$ cat src/rtl/cc_sched_pkg.sv
// rtl/cc_sched_pkg.sv - shared types, reset constant and CC encoder for cc_scheduler
package cc_sched_pkg;

    typedef enum logic {
        SETCC  = 1'b0,
        BRANCH = 1'b1
    } cc_op_e;

    typedef enum logic [1:0] {
        IDLE = 2'd0,
        EXEC = 2'd1,
        RESP = 2'd2
    } cc_state_e;

    localparam logic [2:0] CC_RESET = 3'b010;

    // One-hot NZP for a 16-bit two's-complement result.
    function automatic logic [2:0] nzp_of(input logic [15:0] value);
        if (value == 16'h0000) begin
            return 3'b010;
        end else if (value[15]) begin
            return 3'b100;
        end else begin
            return 3'b001;
        end
    endfunction

endpackage

$ cat src/rtl/rr_arbiter.sv
// rtl/rr_arbiter.sv - one-hot request arbiter; round-robin, or fixed priority under CC_SCHED_FIXED_PRIO_EN
module rr_arbiter #(
    parameter int N = 4
) (
    input  logic         Clk,
    input  logic         Reset_n,
    input  logic [N-1:0] req,
    input  logic         advance,
    output logic [N-1:0] grant
);

`ifdef CC_SCHED_FIXED_PRIO_EN

    logic unused_sigs;
    logic found;

    assign unused_sigs = Clk ^ Reset_n ^ advance;

    always_comb begin
        grant = '0;
        found = 1'b0;
        for (int i = 0; i < N; i++) begin
            if (!found && req[i]) begin
                grant[i] = 1'b1;
                found    = 1'b1;
            end
        end
    end

`else

    localparam int            PW   = (N > 1) ? $clog2(N) : 1;
    localparam logic [PW:0]   NV   = (PW + 1)'(N);
    localparam logic [PW-1:0] LAST = PW'(N - 1);

    logic [PW-1:0] ptr_q, ptr_d;
    logic [PW-1:0] gidx;
    logic [PW:0]   pos;
    logic          found;

    // Search starts at the pointer and wraps; first requester found wins.
    always_comb begin
        grant = '0;
        found = 1'b0;
        gidx  = '0;
        pos   = '0;
        for (int k = 0; k < N; k++) begin
            pos = {1'b0, ptr_q} + (PW + 1)'(k);
            if (pos >= NV) begin
                pos = pos - NV;
            end
            if (!found && req[pos[PW-1:0]]) begin
                grant[pos[PW-1:0]] = 1'b1;
                gidx               = pos[PW-1:0];
                found              = 1'b1;
            end
        end
    end

    always_comb begin
        ptr_d = ptr_q;
        if (advance && found) begin
            ptr_d = (gidx == LAST) ? '0 : gidx + PW'(1);
        end
    end

    always_ff @(posedge Clk) begin
        if (!Reset_n) begin
            ptr_q <= '0;
        end else begin
            ptr_q <= ptr_d;
        end
    end

`endif

endmodule

$ cat src/rtl/cc_scheduler.sv
// rtl/cc_scheduler.sv - per-thread NZP file with one shared SETCC/BRANCH path (CC_SCHED_FIXED_PRIO_EN selects fixed priority)
module cc_scheduler
    import cc_sched_pkg::*;
#(
    parameter int NUM_THREADS = 4,
    parameter int TID_W       = $clog2(NUM_THREADS)
) (
    input  logic                     Clk,
    input  logic                     Reset_n,
    input  logic [NUM_THREADS-1:0]   req_valid,
    output logic [NUM_THREADS-1:0]   req_ready,
    input  logic [NUM_THREADS-1:0]   req_op,
    input  logic [NUM_THREADS*16-1:0] req_data,
    input  logic [NUM_THREADS*3-1:0] req_nzp,
    output logic                     resp_valid,
    input  logic                     resp_ready,
    output logic [TID_W-1:0]         resp_tid,
    output logic                     resp_op,
    output logic                     resp_taken,
    output logic [2:0]               resp_cc,
    output logic [NUM_THREADS*3-1:0] cc_out
);

    cc_state_e                state_q, state_d;
    logic [TID_W-1:0]         tid_q, tid_d;
    logic                     op_q, op_d;
    logic [15:0]              data_q, data_d;
    logic [2:0]               nzp_q, nzp_d;
    logic [NUM_THREADS*3-1:0] cc_q, cc_d;
    logic [TID_W-1:0]         resp_tid_q, resp_tid_d;
    logic                     resp_op_q, resp_op_d;
    logic                     resp_taken_q, resp_taken_d;
    logic [2:0]               resp_cc_q, resp_cc_d;

    logic [NUM_THREADS-1:0]   grant;
    logic                     accept;
    logic [2:0]               cc_cur;
    logic [2:0]               cc_new;

    assign accept = (state_q == IDLE) && (|req_valid);

    rr_arbiter #(
        .N (NUM_THREADS)
    ) u_arb (
        .Clk     (Clk),
        .Reset_n (Reset_n),
        .req     (req_valid),
        .advance (accept),
        .grant   (grant)
    );

    assign req_ready  = (state_q == IDLE) ? grant : '0;
    assign resp_valid = (state_q == RESP);
    assign resp_tid   = resp_tid_q;
    assign resp_op    = resp_op_q;
    assign resp_taken = resp_taken_q;
    assign resp_cc    = resp_cc_q;
    assign cc_out     = cc_q;

    always_comb begin
        cc_cur = CC_RESET;
        for (int i = 0; i < NUM_THREADS; i++) begin
            if (tid_q == TID_W'(i)) begin
                cc_cur = cc_q[3*i +: 3];
            end
        end
        cc_new = nzp_of(data_q);
    end

    always_comb begin
        state_d      = state_q;
        tid_d        = tid_q;
        op_d         = op_q;
        data_d       = data_q;
        nzp_d        = nzp_q;
        cc_d         = cc_q;
        resp_tid_d   = resp_tid_q;
        resp_op_d    = resp_op_q;
        resp_taken_d = resp_taken_q;
        resp_cc_d    = resp_cc_q;
        case (state_q)
            IDLE: begin
                if (accept) begin
                    for (int i = 0; i < NUM_THREADS; i++) begin
                        if (grant[i]) begin
                            tid_d  = TID_W'(i);
                            op_d   = req_op[i];
                            data_d = req_data[16*i +: 16];
                            nzp_d  = req_nzp[3*i +: 3];
                        end
                    end
                    state_d = EXEC;
                end
            end
            EXEC: begin
                resp_tid_d = tid_q;
                resp_op_d  = op_q;
                if (cc_op_e'(op_q) == BRANCH) begin
                    resp_taken_d = |(cc_cur & nzp_q);
                    resp_cc_d    = cc_cur;
                end else begin
                    resp_taken_d = 1'b0;
                    resp_cc_d    = cc_new;
                    for (int i = 0; i < NUM_THREADS; i++) begin
                        if (tid_q == TID_W'(i)) begin
                            cc_d[3*i +: 3] = cc_new;
                        end
                    end
                end
                state_d = RESP;
            end
            RESP: begin
                if (resp_ready) begin
                    state_d = IDLE;
                end
            end
            default: state_d = IDLE;
        endcase
    end

    // Reset also covers EXEC, so a pending CC write is simply lost.
    always_ff @(posedge Clk) begin
        if (!Reset_n) begin
            state_q      <= IDLE;
            tid_q        <= '0;
            op_q         <= 1'b0;
            data_q       <= '0;
            nzp_q        <= '0;
            cc_q         <= {NUM_THREADS{CC_RESET}};
            resp_tid_q   <= '0;
            resp_op_q    <= 1'b0;
            resp_taken_q <= 1'b0;
            resp_cc_q    <= CC_RESET;
        end else begin
            state_q      <= state_d;
            tid_q        <= tid_d;
            op_q         <= op_d;
            data_q       <= data_d;
            nzp_q        <= nzp_d;
            cc_q         <= cc_d;
            resp_tid_q   <= resp_tid_d;
            resp_op_q    <= resp_op_d;
            resp_taken_q <= resp_taken_d;
            resp_cc_q    <= resp_cc_d;
        end
    end

endmodule

$ cat config.mk
export PLATFORM = sky130hd
export DESIGN_NAME = cc_scheduler
export DESIGN_NICKNAME = d
export VERILOG_FILES = /design/src/rtl/cc_sched_pkg.sv /design/src/rtl/rr_arbiter.sv /design/src/rtl/cc_scheduler.sv
export SDC_FILE = /design/constraint.sdc
export NUM_CORES = 1
export LEC_CHECK = 0
export ABC_AREA = 1
export BUFFER_PORTS_ARGS = -buffer_cell sky130_fd_sc_hd__clkbuf_2
export CAP_MARGIN = 5
export CORE_MARGIN = 2
export CORE_UTILIZATION = 40
export CTS_CLUSTER_DIAMETER = 100
export DETAILED_ROUTE_END_ITERATION = 10
export PLACE_DENSITY = 0.76
export SKIP_LAST_GASP = 1
export SLEW_MARGIN = 30
export SYNTH_ARGS = -nofsm -noshare
export SYNTH_HDL_FRONTEND = slang
export SYNTH_HIERARCHICAL = 1
export SYNTH_SLANG_ARGS = --single-unit
$ cat constraint.sdc
create_clock -name Clk -period 3.1 [get_ports Clk]
set_input_delay 0.31 -clock Clk [delete_from_list [all_inputs] [get_ports Clk]]
set_output_delay 0.31 -clock Clk [all_outputs]
set_load 0.01 [all_outputs]
Word level (Yosys, flattened, before mapping)
Index checks and enable logic that the tools add are counted.
W data, S select, Z words.
- bits in latches: 0
- flip-flop bits (word level): 45
- memories kept: 0
- bits in writable memories: 0
- output and inout bits: 24
- bits in read-only memories: 0
- $mul: 0
- bitwise operators: 5
- $add $sub $neg: 8
- div/mod/pow operators: 0
- order comparisons: 12
- multiplexer cells: 61
- reduce and logical (&&, ||, !) cells: 24
- equality and inequality tests: 8
- shifts and indexed selects: 0
- operators by type and width (cell ; number):
    $mux W16 ; 4
    $mux W3 ; 11
    $mux W2 ; 15
    $mux W4 ; 5
    $mux W1 ; 17
    $logic_not A16 Y1 ; 1
    $reduce_and A3 Y1 ; 5
    $lt A2 B3 Y1 const B ; 4
    $or A4 B4 Y4 ; 3
    $ge A3 B3 Y1 const B ; 3
    $logic_and A1 B1 Y1 ; 9
    $bmux W1 S2 ; 4
    $demux W1 S2 ; 4
    $eq A2 B2 Y1 const B ; 4
    $ge A2 B1 Y1 const B ; 4
    $sub A2 B1 Y2 const B ; 4
    $add A2 B2 Y3 const B ; 2
    $pmux W2 S3 ; 1
    $eq A2 B1 Y1 const B ; 2
    $logic_not A2 Y1 ; 2
    $ne A2 B1 Y1 const B ; 2
    $reduce_bool A4 Y1 ; 1
    $reduce_or A4 Y1 ; 1
    $add A2 B1 Y3 const B ; 1
    other kinds (7) ; 9

Logic depth before layout (Yosys ltp)
- depth after elaboration: 18
- depth in mapped cells: 17
- gate-level depth less buffers: 16

Cells and area by module
The synthesis kept the hierarchy.
- by module, submodules not included (module ; instances ; cells each ; area an instance (µm²)):
    cc_scheduler ; 1 ; 362 ; 2524.9
    rr_arbiter ; 1 ; 94 ; 574.3

Worst setup path before layout
Ideal clock, no wire load.
- kind: flip-flop to output port
- start: reg u_arb.ptr_q[0]
- end: out req_ready[2]
- setup slack: 0.361 ns
- stages on the path, launching flop included: 15
- buffers on the path: 1
- arrival: 2.429 ns
- path through: dfxtp_1 > inv_2 > ha_1 > inv_1 > nand3_2 > nand2_4 > inv_4 > nor2_8 > nand2_1 > o21ai_0 > a21oi_1 > o21ai_0 > clkbuf_1 > inv_1 > nor2_1
- cells in the longest elaborated chain, start to end: 15
- RTL lines (item ; RTL line ; text):
    start: declaration ; rr_arbiter.sv:36 ; logic [PW-1:0] ptr_q, ptr_d;
    start signal: assignment ; rr_arbiter.sv:71 ; ptr_q <= ptr_d;
    branches (longest 13 deep; another with $add A2 B1 Y3) ; -- ;
    $mux W4 (*) ; rr_arbiter.sv:52 ; if (!found && req[pos[PW-1:0]]) begin
    net grant[2] ; cc_scheduler.sv:35 ; logic [NUM_THREADS-1:0] grant;
    $mux W4 (*) ; cc_scheduler.sv:52 ; assign req_ready = (state_q == IDLE) ? grant : '0;
    end: declaration ; cc_scheduler.sv:11 ; output logic [NUM_THREADS-1:0] req_ready,
Mark *: on every way through the listed nets, which the timed path passes. The select of a mux whose other input is x is not followed.

Worst setup path in the final report
- start: reg u_arb.ptr_q[1]
- end: out req_ready[2]
Same word-level chain as after synthesis.

==> results.ini <==
[cells_and_area]
area_delta_synth_final_pct=25.23
drive_gt1_frac=0.3250
fin_cells=662
postLayoutCoreUtil=0.5102
antenna_cells=0
fillers=750
layout_commonest_cell=clkbuf_2
final_nets=652
final_cell_mix=110 x clkbuf_2, 69 x nand2_1, 50 x inv_1, 44 x nand3_1, 43 x dfxtp_1

[timing]
setup_tns_ps=0
relSlewSlack=0.5275
grt_setup_unrepaired=no
layout_setup_ws_ps=241.4
worst-slew-pin-transition_ps=704.4
report.final.slew_viol_count=0
timing.final.crit_share=0.9221
period_minus_slack_ps=2859
finClkSkew_ps=6.222
fmax_ghz=0.3498
setup_violations=0
hold_viol=0

[floorplan]
io_pins=111
std_cell_rows=32
core-area_sq_um=7607
die_x_um=92.03
dieHeight_um=92.03
dieArea_sq_um=8469
floorplan.initialDensity=0.4074

[synthesis]
ys_warn_count=6
seq_area_frac_synth=0.2907
syn_inst=456
ys_ff_latch=45
syn-cell-area_sq_um=3099
synth_edf_count=0
synth.top_cell.area_share=0.2907
netlist-cell-type-count=31
syn_avg_cell_area_sq_um=6.797
syn-num-nets=549
synth.largest_area_cell=dfxtp_1
synth_ff_type=dfxtp_1
async_reset_ff_frac=0
synth_top_cells_by_area=dfxtp_1 29%, nand2_1 8.4%, nand3_1 7.1%, a21oi_1 6.5%, inv_1 6.3%

[global_routing]
first_global_vias=2971
met1_usage=0.2756
grtUsageMet3=0.03287
grt_max_degree=44
antenna_found_initial=0
grt_overflow=0
busiest_layer=met2
grt_pass1_wl_um=13670
grt_use_total=0.1966
use_met2=0.3143

[worst_setup_path]
crit_chain=inv_2, ha_2, inv_1, nand3_2, nand2_4, inv_4, nor2_8, nand2_1, o21ai_0, a21oi_1, o21ai_2, buf_8, inv_1, nor2_1, clkbuf_2
start_kind=register
crit_arrival_ps=2550
reg2reg_depth=16
critical_path.max_fanout=11
path_class=register to primary output
cp_common_cell=inv_1
cpMaxStageDelayCell=dfxtp_2
critPathMaxStageDelay_ps=430
worstSetupEndpointType=primary output
crit_required_ps=2790

[placed_design]
pre_cts_ws_ps=141.4
gp_congestion=0.8817
dpl.cell_count=653
hpwl_um=6448
io_buffers=110

[clock_network]
cts_tree=yes
cts_setup_buffers=0
clk_latency_ps=300
clk_path_buf_depth=2
clk_pin_slew_ps=90
ctsHoldBuffers=0
numCtsBuffers=5
cts_root_buf=clkbuf_8
clkSinkCount=45
h-tree-depth=2

[drt]
drt_pass1_iterations=4
via_per_inst=4.970
vias=3290
post_drt_wl_per_cell_um=12.56
drc_errors=0
ant_nets=0
drtIter0Drc=150
drt_wl_total_um=8317

[pwr]
powerDensity_nw_per_um2=1109
p_leak_nw=1.873
power_w=0.004306
ir_worst_vdd_uv=847.0

[status]
status=completed

[run]
max_cap_viol_count=0

[hold_path]
min_path_cells=4
min_path_type=input port to register

timing repair:
| action | 4_1_cts | 5_1_grt |
|---|---|---|
| gates resized for setup | 1 | 6 |
| endpoints found under the hold margin | 0 | 0 |
| setup endpoints to repair | 2 | 7 |
| cloned | 0 | 1 |
per-layer routing:
metal | wire, um | up-vias
li1 | - | 1729
met1 | 3998 | 1434
met2 | 3763 | 120
met3 | 457 | 7
met4 | 98 | 0
met5 | 0 | -
stage by stage:
step / hold slack (ps) / area [sq um]
floorplan: 476.5 / 3099
global placement: 495.3 / 3710
detailed placement: 501.3 / 3710
CTS: 317.3 / 3845
global route: 337.2 / 3881
finish: 321.4 / 3881
kinds of logic after synthesis:
family          after synthesis  share of synthesized area
compound gates              133                     0.2519
flops                        45                     0.2907
simple gates                189                     0.3149
fa+ha+maj                     6                    0.02422
buf+inv                      83                     0.1183
path summary, 6_finish.rpt:
kind | start | end | slack (ps)
worst max-delay path | u_arb/ptr_q[1] | req_ready[2] | 240
worst min-delay path | resp_ready | state_q[1] | 320
worst max register to register | u_arb/ptr_q[1] | op_q | 270
worst min register to register | cc_out[4] | cc_out[4] | 520
worst max-delay path, delay by kind of cell (launching register included):
kind / cells / cell delay (ps)
AO/OA/AOI/OAI: 3 / 380
buffers and inverters: 6 / 630
AND/OR/NAND/NOR: 5 / 480
flip-flops: 1 / 430
adder cells (fa/ha/maj): 1 / 320
state kept, by name (all words and copies together), names as in the netlist:
signal / cells
data_q: 16
cc_out: 12
nzp_q: 3
resp_cc: 3
resp_tid: 2
state_q: 2
tid_q: 2
u_arb/ptr_q: 2
op_q: 1
resp_op: 1
resp_taken: 1
where the power goes:
| part | total (W) | internal (W) | switching, W |
|---|---|---|---|
| registers | 0.000846 | 0.000734 | 0.000112 |
| clock network | 0.000524 | 0.000320 | 0.000204 |
| logic | 0.00294 | 0.00114 | 0.00180 |
layout make-up:
type / count / area, sq um / area share
repair buffers: 117 / 640.6 / 0.1651
clock inverters: 3 / 65.06 / 0.01676
multi-input cells: 328 / 1838 / 0.4736
inverters: 62 / 237.7 / 0.06125
well taps: 102 / 127.6 / 0.03288
flip-flops and latches: 45 / 903.4 / 0.2328
clock buffers: 5 / 68.82 / 0.01773
synth_stat cells (3+ instances only):
master / number
a21oi_1: 40
a31oi_1: 3
buf_6: 4
clkbuf_1: 12
dfxtp_1: 45
ha_1: 6
inv_1: 52
inv_2: 6
nand2_1: 69
nand2_2: 10
nand2_4: 5
nand3_1: 44
nand3_2: 3
nor2_1: 30
nor2_4: 4
o211ai_1: 24
o21a_1: 20
o21ai_0: 38
o21ai_1: 7
or2_2: 17
Note: power is estimated with default switching activity, not from simulation.
